**src/rtl/adder_cg_arbiter.sv**
```systemverilog
// Round-robin arbiter sharing one clock-gated adder between two requesters.
// Owns the adder clock enable, returns captured results and counts gated cycles.
module adder_cg_arbiter #(
    parameter int unsigned WIDTH       = 16,
    parameter int unsigned IDLE_CYCLES = 8,
    parameter int unsigned WAKE_CYCLES = 2,
    parameter int unsigned ADD_LAT     = 1
) (
    input  logic             clk,
    input  logic             reset_b,
    input  logic             req0,
    input  logic             req1,
    input  logic [WIDTH-1:0] a0,
    input  logic [WIDTH-1:0] b0,
    input  logic [WIDTH-1:0] a1,
    input  logic [WIDTH-1:0] b1,
    input  logic             cin0,
    input  logic             cin1,
    output logic             gnt0,
    output logic             gnt1,
    input  logic             force_on,
    output logic [WIDTH-1:0] add_a,
    output logic [WIDTH-1:0] add_b,
    output logic             add_cin,
    output logic             cg_en,
    input  logic [WIDTH-1:0] sum_in,
    input  logic             cout_in,
    output logic             rsp_valid,
    output logic             rsp_id,
    output logic [WIDTH-1:0] rsp_sum,
    output logic             rsp_cout,
    output logic             gated,
    output logic [31:0]      gated_cnt
);

    localparam int unsigned IDLE_W = $clog2(IDLE_CYCLES + 1);
    localparam int unsigned WAKE_W = $clog2(WAKE_CYCLES + 1);
    localparam int unsigned LAT_W  = $clog2(ADD_LAT + 1);
    localparam int unsigned CNT_W  = 32;

    typedef enum logic [1:0] {
        GATED = 2'd0,
        WAKE  = 2'd1,
        ARB   = 2'd2,
        EXEC  = 2'd3
    } state_t;

    state_t            state, state_d;
    logic [WAKE_W-1:0] wake_cnt, wake_cnt_d;
    logic [IDLE_W-1:0] idle_cnt, idle_cnt_d;
    logic [LAT_W-1:0]  lat_cnt, lat_cnt_d;
    logic              last_gnt, last_gnt_d;
    logic              owner, owner_d;
    logic              pick1;

    logic              gnt0_d, gnt1_d;
    logic [WIDTH-1:0]  add_a_d, add_b_d;
    logic              add_cin_d;
    logic              cg_en_d;
    logic              rsp_valid_d, rsp_id_d, rsp_cout_d;
    logic [WIDTH-1:0]  rsp_sum_d;
    logic              gated_d;
    logic [CNT_W-1:0]  gated_cnt_d;

    // Requester 1 wins when alone, or on a tie when requester 0 was served last.
    assign pick1 = req1 & (~req0 | ~last_gnt);

    always_ff @(posedge clk or negedge reset_b) begin
        if (!reset_b) begin
            state     <= GATED;
            wake_cnt  <= '0;
            idle_cnt  <= '0;
            lat_cnt   <= '0;
            last_gnt  <= 1'b1;
            owner     <= 1'b0;
            gnt0      <= 1'b0;
            gnt1      <= 1'b0;
            add_a     <= '0;
            add_b     <= '0;
            add_cin   <= 1'b0;
            cg_en     <= 1'b0;
            rsp_valid <= 1'b0;
            rsp_id    <= 1'b0;
            rsp_sum   <= '0;
            rsp_cout  <= 1'b0;
            gated     <= 1'b1;
            gated_cnt <= '0;
        end else begin
            state     <= state_d;
            wake_cnt  <= wake_cnt_d;
            idle_cnt  <= idle_cnt_d;
            lat_cnt   <= lat_cnt_d;
            last_gnt  <= last_gnt_d;
            owner     <= owner_d;
            gnt0      <= gnt0_d;
            gnt1      <= gnt1_d;
            add_a     <= add_a_d;
            add_b     <= add_b_d;
            add_cin   <= add_cin_d;
            cg_en     <= cg_en_d;
            rsp_valid <= rsp_valid_d;
            rsp_id    <= rsp_id_d;
            rsp_sum   <= rsp_sum_d;
            rsp_cout  <= rsp_cout_d;
            gated     <= gated_d;
            gated_cnt <= gated_cnt_d;
        end
    end

    always_comb begin
        state_d     = state;
        wake_cnt_d  = wake_cnt;
        idle_cnt_d  = idle_cnt;
        lat_cnt_d   = lat_cnt;
        last_gnt_d  = last_gnt;
        owner_d     = owner;
        gnt0_d      = 1'b0;
        gnt1_d      = 1'b0;
        add_a_d     = add_a;
        add_b_d     = add_b;
        add_cin_d   = add_cin;
        rsp_valid_d = 1'b0;
        rsp_id_d    = rsp_id;
        rsp_sum_d   = rsp_sum;
        rsp_cout_d  = rsp_cout;
        gated_cnt_d = gated_cnt;

        case (state)
            GATED: begin
                if (gated_cnt != '1) begin
                    gated_cnt_d = gated_cnt + CNT_W'(1);
                end
                if (req0 | req1 | force_on) begin
                    state_d    = WAKE;
                    wake_cnt_d = '0;
                end
            end
            WAKE: begin
                idle_cnt_d = '0;
                if (wake_cnt == WAKE_W'(WAKE_CYCLES - 1)) begin
                    state_d = ARB;
                end else begin
                    wake_cnt_d = wake_cnt + WAKE_W'(1);
                end
            end
            ARB: begin
                if (req0 | req1) begin
                    add_a_d    = pick1 ? a1 : a0;
                    add_b_d    = pick1 ? b1 : b0;
                    add_cin_d  = pick1 ? cin1 : cin0;
                    gnt0_d     = ~pick1;
                    gnt1_d     = pick1;
                    owner_d    = pick1;
                    last_gnt_d = pick1;
                    idle_cnt_d = '0;
                    lat_cnt_d  = '0;
                    state_d    = EXEC;
                end else if (force_on) begin
                    idle_cnt_d = '0;
                end else if (idle_cnt == IDLE_W'(IDLE_CYCLES)) begin
                    state_d = GATED;
                end else begin
                    idle_cnt_d = idle_cnt + IDLE_W'(1);
                end
            end
            EXEC: begin
                // Result is taken on the edge ADD_LAT cycles after the operand edge.
                if (lat_cnt == LAT_W'(ADD_LAT - 1)) begin
                    rsp_valid_d = 1'b1;
                    rsp_id_d    = owner;
                    rsp_sum_d   = sum_in;
                    rsp_cout_d  = cout_in;
                    state_d     = ARB;
                end else begin
                    lat_cnt_d = lat_cnt + LAT_W'(1);
                end
            end
            default: state_d = GATED;
        endcase

        cg_en_d = (state_d != GATED);
        gated_d = (state_d == GATED);
    end

endmodule

```
**config.mk**
```make
export PLATFORM = sky130hd
export DESIGN_NAME = adder_cg_arbiter
export DESIGN_NICKNAME = d
export VERILOG_FILES = /design/src/rtl/adder_cg_arbiter.sv
export SDC_FILE = /design/constraint.sdc
export NUM_CORES = 1
export LEC_CHECK = 0
export BUFFER_PORTS_ARGS = -buffer_cell sky130_fd_sc_hd__buf_2
export CORE_UTILIZATION = 54
export CTS_BUF_LIST = sky130_fd_sc_hd__clkbuf_2 sky130_fd_sc_hd__clkbuf_4 sky130_fd_sc_hd__clkbuf_8
export DETAILED_ROUTE_END_ITERATION = 8
export PLACE_DENSITY_LB_ADDON = 0.05
export SYNTH_ARGS = -nofsm -noshare
export SYNTH_HDL_FRONTEND = slang
export SYNTH_SLANG_ARGS = --single-unit
export TNS_END_PERCENT = 20
```
**constraint.sdc**
```tcl
create_clock -name clk -period 5.16 [get_ports clk]
set_input_delay 0.258 -clock clk [delete_from_list [all_inputs] [get_ports clk]]
set_output_delay 0.258 -clock clk [all_outputs]
set_load 0.005 [all_outputs]
```
# Yosys cells after proc, flatten, opt, wreduce, memory -nomap -nowiden
# Index checks and enable logic that the tools add are counted.
# classes
reduce_logical	12
muxes	26
n_eq_ne	10
n_bitwise	8
addsub	4
# ops
cell	n
adder 32 x 1 -> 32 bit (second input constant)	1
two-way mux 16 bit	2
inequality test 32 bit (second input constant)	1
two-way mux 2 bit	8
two-way mux 4 bit	3
AND reduction 2 bit	5
two-way mux 1 bit	9
case mux 2 bit (4 select lines)	1
case mux 4 bit (2 select lines)	1
nonzero test 2 bit	4
inequality test 2 bit (second input constant)	3
adder 4 x 1 -> 4 bit (second input constant)	1
== test 2 x 1 -> 1 bit (second input constant)	2
== test 2 bit (second input constant)	2
== test 4 bit (second input constant)	1
logical NOT 2 bit	2
inequality test 4 bit (second input constant)	1
NOT 1 bit	4
case mux 2 bit (2 select lines)	1
OR 1 bit	3
AND reduction 3 bit	1
adder 2 x 1 -> 2 bit (second input constant)	1
case mux 1 bit (2 select lines)	1
adder 1 bit (second input constant)	1
bitwise AND 1 bit	1
# totals
out_inout_bits	88
wordCells	78
regBits	99

# Depth between registers and ports, before layout
# depth
ltp_word	6
ltp_mapped	9

# Worst setup path after synthesis
# Ideal clock, no wire load.
# synth_timing
kind	register to register
start	reg state[0]
end	reg gated_cnt[18]
required_ps	5081
t_arrival_ps	1729
stages_incl_launch_ff	9
setup_slack_ps	3352
n_path_buf	1
cell_sequence	dfrtp_1 inv_1 ha_1 clkbuf_2 and3_1 nand3_1 a21oi_1 and3_1 xor2_1
# synth_between
elab_chain_cells	2
# synth_lines
element	line	source
start: declaration	48	state_t state, state_d;
start signal: assignment	89	state <= state_d;
logical NOT 2 bit	128	case (state)
AND reduction 2 bit (no line)	-	
end signal: assignment	106	gated_cnt <= gated_cnt_d;
end: declaration	33	output logic [31:0] gated_cnt
# Every way passes these cells.
# A chain may end at the register's enable or synchronous reset.

# Worst setup path in the final report
# layout_timing
start	reg state[1]
end	reg gated_cnt[18]
# Same word-level chain as after synthesis.

==> flow_results.xml <==
<?xml version="1.0" encoding="UTF-8"?>
<metrics>
  <group name="outcome">
    <metric name="outcome" unit="">finished, final reports clean</metric>
  </group>
  <group name="global_route">
    <metric name="grt_busiest_layer" unit="">met2</metric>
    <metric name="grt.total_usage" unit="%">23.68</metric>
    <metric name="met2_usage" unit="%">37.81</metric>
    <metric name="via_count_of_the_first_global_routing_pass" unit="">3370</metric>
    <metric name="use_met1" unit="%">31.29</metric>
    <metric name="grt_remaining_overflow" unit="">0</metric>
    <metric name="global_route_wire_length_before_repair" unit="µm">15780</metric>
    <metric name="grtUsageMet3" unit="%">5.804</metric>
    <metric name="grt_antenna_before_repair" unit="">0</metric>
    <metric name="largest_net_degree_at_the_start_of_global_routing" unit="">56</metric>
  </group>
  <group name="timing">
    <metric name="post-route-period-util" unit="%">42.38</metric>
    <metric name="finClkSkew" unit="ps">4.867</metric>
    <metric name="report.final.setup_viol" unit="">0</metric>
    <metric name="slew_headroom" unit="%">27.04</metric>
    <metric name="finalHoldWorstSlack" unit="ps">106.1</metric>
    <metric name="report.final.hold_viol_count" unit="">0</metric>
    <metric name="max_clock_freq" unit="MHz">457.3</metric>
    <metric name="period_needed" unit="ps">2187</metric>
    <metric name="tns" unit="ps">0</metric>
    <metric name="final-max-slew-violation-count" unit="">0</metric>
    <metric name="rsz0062_at_grt" unit="">no</metric>
    <metric name="worst_max_slew_pin_slew" unit="ps">1090</metric>
  </group>
  <group name="cells_and_area">
    <metric name="insertedDiodeCount" unit="">0</metric>
    <metric name="areaGrowthSynthToFinish" unit="%">27.63</metric>
    <metric name="mostFrequentLayoutCells" unit="">buf_2 (174), dfrtp_1 (96), inv_1 (32)</metric>
    <metric name="most_common_cell_after_layout_fill_and_taps_aside" unit="">buf_2</metric>
    <metric name="net_count_reported_at_finish" unit="">656</metric>
    <metric name="ratio_of_cells_with_drive_above_1_in_the_final_layout" unit="%">40.53</metric>
  </group>
  <group name="routing">
    <metric name="detail_route.wl_per_cell" unit="µm">14.39</metric>
    <metric name="totalWireLength" unit="µm">9596</metric>
    <metric name="dr.pass1.iters" unit="">6</metric>
    <metric name="residual_drc_count" unit="">0</metric>
    <metric name="ant_nets" unit="">0</metric>
    <metric name="post_drt_via_cell_ratio" unit="">5.442</metric>
    <metric name="drt_iter0_drc" unit="">254</metric>
    <metric name="via_count" unit="">3630</metric>
  </group>
  <group name="worst_setup_path">
    <metric name="timing.critical_path.slowest_stage_cell" unit="">a21oi_1</metric>
    <metric name="regToRegEndpoint" unit="">gated_cnt[18]</metric>
    <metric name="crit_path_start_kind" unit="">flop</metric>
    <metric name="buffer_and_inverter_count_on_the_worst_path" unit="">1</metric>
    <metric name="setup_slack_on_the_worst_flop_to_flop_path" unit="ps">2970</metric>
    <metric name="critPathTopFamily" unit="">simple AND/OR/NAND/NOR gates</metric>
    <metric name="number_of_cells_on_the_critical_path" unit="">7</metric>
    <metric name="worst_r2r_startpoint" unit="">state[1]</metric>
    <metric name="arrival" unit="ps">2470</metric>
    <metric name="highest_fanout_seen_on_the_critical_path" unit="">9</metric>
    <metric name="critical_path_sink_type" unit="">flop</metric>
    <metric name="crit_chain" unit="">inv_1 -&gt; ha_1 -&gt; and3_1 -&gt; nand3_1 -&gt; a21oi_1 -&gt; and3_1 -&gt; xor2_1</metric>
    <metric name="path_common_cell" unit="">and3_1</metric>
    <metric name="reg2reg_depth" unit="">7</metric>
    <metric name="worst_path_largest_cell_delay" unit="ps">450</metric>
    <metric name="criticalPathCategory" unit="">flop to flop</metric>
    <metric name="cp_data_required_time" unit="ps">5440</metric>
  </group>
  <group name="hold_path">
    <metric name="worst_hold_startpoint" unit="">b0[4]</metric>
    <metric name="worstHoldPathType" unit="">input port to flop</metric>
    <metric name="hold-path-endpoint" unit="">add_b[4]</metric>
    <metric name="timing.hold.worst_path_depth" unit="">3</metric>
  </group>
  <group name="placement">
    <metric name="place.gp.congestion" unit="">0.8375</metric>
    <metric name="hpwl_after_detailed_placement" unit="µm">7025</metric>
    <metric name="place.port_buffers" unit="">175</metric>
  </group>
  <group name="floorplan">
    <metric name="io_pins" unit="">176</metric>
    <metric name="initial_core_utilization" unit="%">56.14</metric>
    <metric name="floorplan.die.height" unit="µm">92.09</metric>
    <metric name="die_w" unit="µm">92.09</metric>
    <metric name="dieArea" unit="µm²">8481</metric>
    <metric name="floorplan.rows" unit="">32</metric>
    <metric name="placeableCoreArea" unit="µm²">7807</metric>
  </group>
  <group name="synthesis">
    <metric name="cell_count_after_synthesis" unit="">386</metric>
    <metric name="synthesized_flop_and_latch_total" unit="">98</metric>
    <metric name="postSynthNetCount" unit="">482</metric>
    <metric name="netlist_area" unit="µm²">4383</metric>
    <metric name="yosysSeqAreaShare" unit="%">56.01</metric>
    <metric name="synth_cell_type_count" unit="">43</metric>
    <metric name="mean_syn_cell_area" unit="µm²">11.35</metric>
    <metric name="yosys_warnings" unit="">0</metric>
  </group>
  <group name="pwr">
    <metric name="sw_frac_of_total" unit="%">31.64</metric>
    <metric name="power_density" unit="nW/µm²">463.3</metric>
    <metric name="sequentialPowerShare" unit="%">45.6</metric>
    <metric name="leakage" unit="nW">2.913</metric>
    <metric name="worst_ir_drop_on_vdd" unit="µV">266.4</metric>
    <metric name="p_switching" unit="mW">0.8198</metric>
    <metric name="cell_int_power" unit="mW">1.772</metric>
    <metric name="share_comb_of_total_power" unit="%">33.2</metric>
    <metric name="power_frac_clock" unit="%">21.1</metric>
  </group>
  <group name="clock_tree">
    <metric name="clock_path_buffers" unit="">2</metric>
    <metric name="cts_root_buf" unit="">clkbuf_8</metric>
    <metric name="clock_insertion_delay_worst_skew" unit="ps">350</metric>
    <metric name="clock_slew_seen_by_the_registers_of_the_worst_setup_and_hold_paths" unit="ps">90</metric>
    <metric name="tritoncts" unit="">done</metric>
    <metric name="clock_sinks" unit="">98</metric>
    <metric name="ctsHoldBuffers" unit="">1</metric>
    <metric name="post_cts_buffers" unit="">0</metric>
    <metric name="post_cts.resized_instances" unit="">0</metric>
    <metric name="cts.htree.levels" unit="">3</metric>
    <metric name="cts_inserted_buffers" unit="">9</metric>
  </group>
  <group name="run">
    <metric name="drv_cap" unit="">0</metric>
  </group>
</metrics>
[worst register-to-register path, delay by kind of cell (launching register included)]
| kind | cells | cell delay [ps] |
|---|---|---|
| buf+inv | 1 | 110 |
| xor+xnor | 1 | 140 |
| fa+ha+maj | 1 | 320 |
| compound gates | 1 | 450 |
| simple gates | 3 | 670 |
| flops | 1 | 430 |
[cell usage after synthesis]
library cell	count	area, µm²
nor2_2	1	6.260
clkbuf_1	9	33.78
inv_1	32	120.1
a41oi_1	1	8.760
nor2_1	17	63.81
nand4_1	15	93.84
ha_1	8	100.1
clkbuf_2	1	5.000
a21boi_1	1	7.510
a211oi_1	1	7.510
nand4bb_1	1	11.26
a21o_1	3	22.52
nor2b_1	1	6.260
nand3b_1	2	15.01
and3_1	10	62.56
dfrtp_1	96	2402
nand2_1	27	101.4
xnor2_1	15	131.4
and4_1	3	26.28
dfstp_2	2	52.55
buf_1	3	11.26
a222oi_1	22	220.2
nor3_2	1	10.01
a22o_1	1	8.760
o211ai_2	1	12.51
nand3_2	1	10.01
nand4_2	1	12.51
buf_2	3	15.01
o21ai_0	23	115.1
xor2_1	9	78.83
a31oi_2	1	12.51
or3_1	1	6.260
a221oi_1	1	8.760
or4_4	1	11.26
nor4_2	3	37.54
or2_2	2	12.51
mux2i_1	12	120.1
a21oi_1	9	45.04
nor3_1	9	45.04
a21boi_0	2	15.01
mux2_2	20	225.2
nand3_1	13	65.06
and2_1	1	6.260
[per-layer routing]
metal / vias up / share of wire, %
met3: 20 / 6.1
met1: 1743 / 43
met2: 129 / 49
met5: - / 0
met4: 0 / 1.9
li1: 1738 / -
[stage by stage]
stage | power [mW] | util, % | area, µm² | worst slack, ps | cells
floorplan | 1.680 | - | 4383 | 3352 | 386
global placement | 2.028 | 68.62 | 5358 | 3034 | 650
detailed placement | 2.070 | 68.62 | 5358 | 2963 | 650
CTS | 2.615 | 71.65 | 5594 | 2992 | 667
global route | 2.777 | 71.65 | 5594 | 2706 | 667
finish | 2.592 | 71.65 | 5594 | 2973 | 667
[cell families after synthesis]
family | after synthesis | share of synthesized area, %
and+or+nand+nor | 110 | 13.76
xor gates and xnor gates | 24 | 4.796
buffers and inverters | 48 | 4.225
adders and majority gates | 8 | 2.284
muxes | 32 | 7.879
DFF | 98 | 56.01
AOI/OAI and AO/OA | 66 | 11.05
[cell type report]
type | count | area [µm²]
Clock buffer | 10 | 137.6
Sequential cell | 98 | 2455
Tap cell | 102 | 127.6
Clock inverter | 6 | 88.84
Timing Repair Buffer | 179 | 910.9
Inverter | 32 | 120.1
Fill cell | 600 | 2213
Multi-Input combinational cell | 240 | 1754
[worst max path at each step]
| stage | start | to |
|---|---|---|
| after floorplan | state[0] | gated_cnt[18] |
| after global placement | req0 | cg_en |
| after detailed placement | req0 | cg_en |
| after CTS | state[1] | gated_cnt[18] |
| after global routing | state[1] | gated_cnt[12] |
| final | state[1] | gated_cnt[18] |
[power groups by stage]
stage	Clock (mW)	Combinational (mW)	Sequential (mW)
final	0.548	0.861	1.18
after global routing	0.594	0.965	1.22
after CTS	0.559	0.874	1.18
after detailed placement	0	0.876	1.19
after global placement	0	0.844	1.18
after floorplan	0	0.471	1.21
[registers in the layout, summed over array words and instances, names as in the netlist, 2 cells and up]
name and cells:
add_b 16, add_a 16, rsp_sum 16, wake_cnt 2, idle_cnt 4, state 2, gated_cnt 32
(Power assumes the default switching activity.)
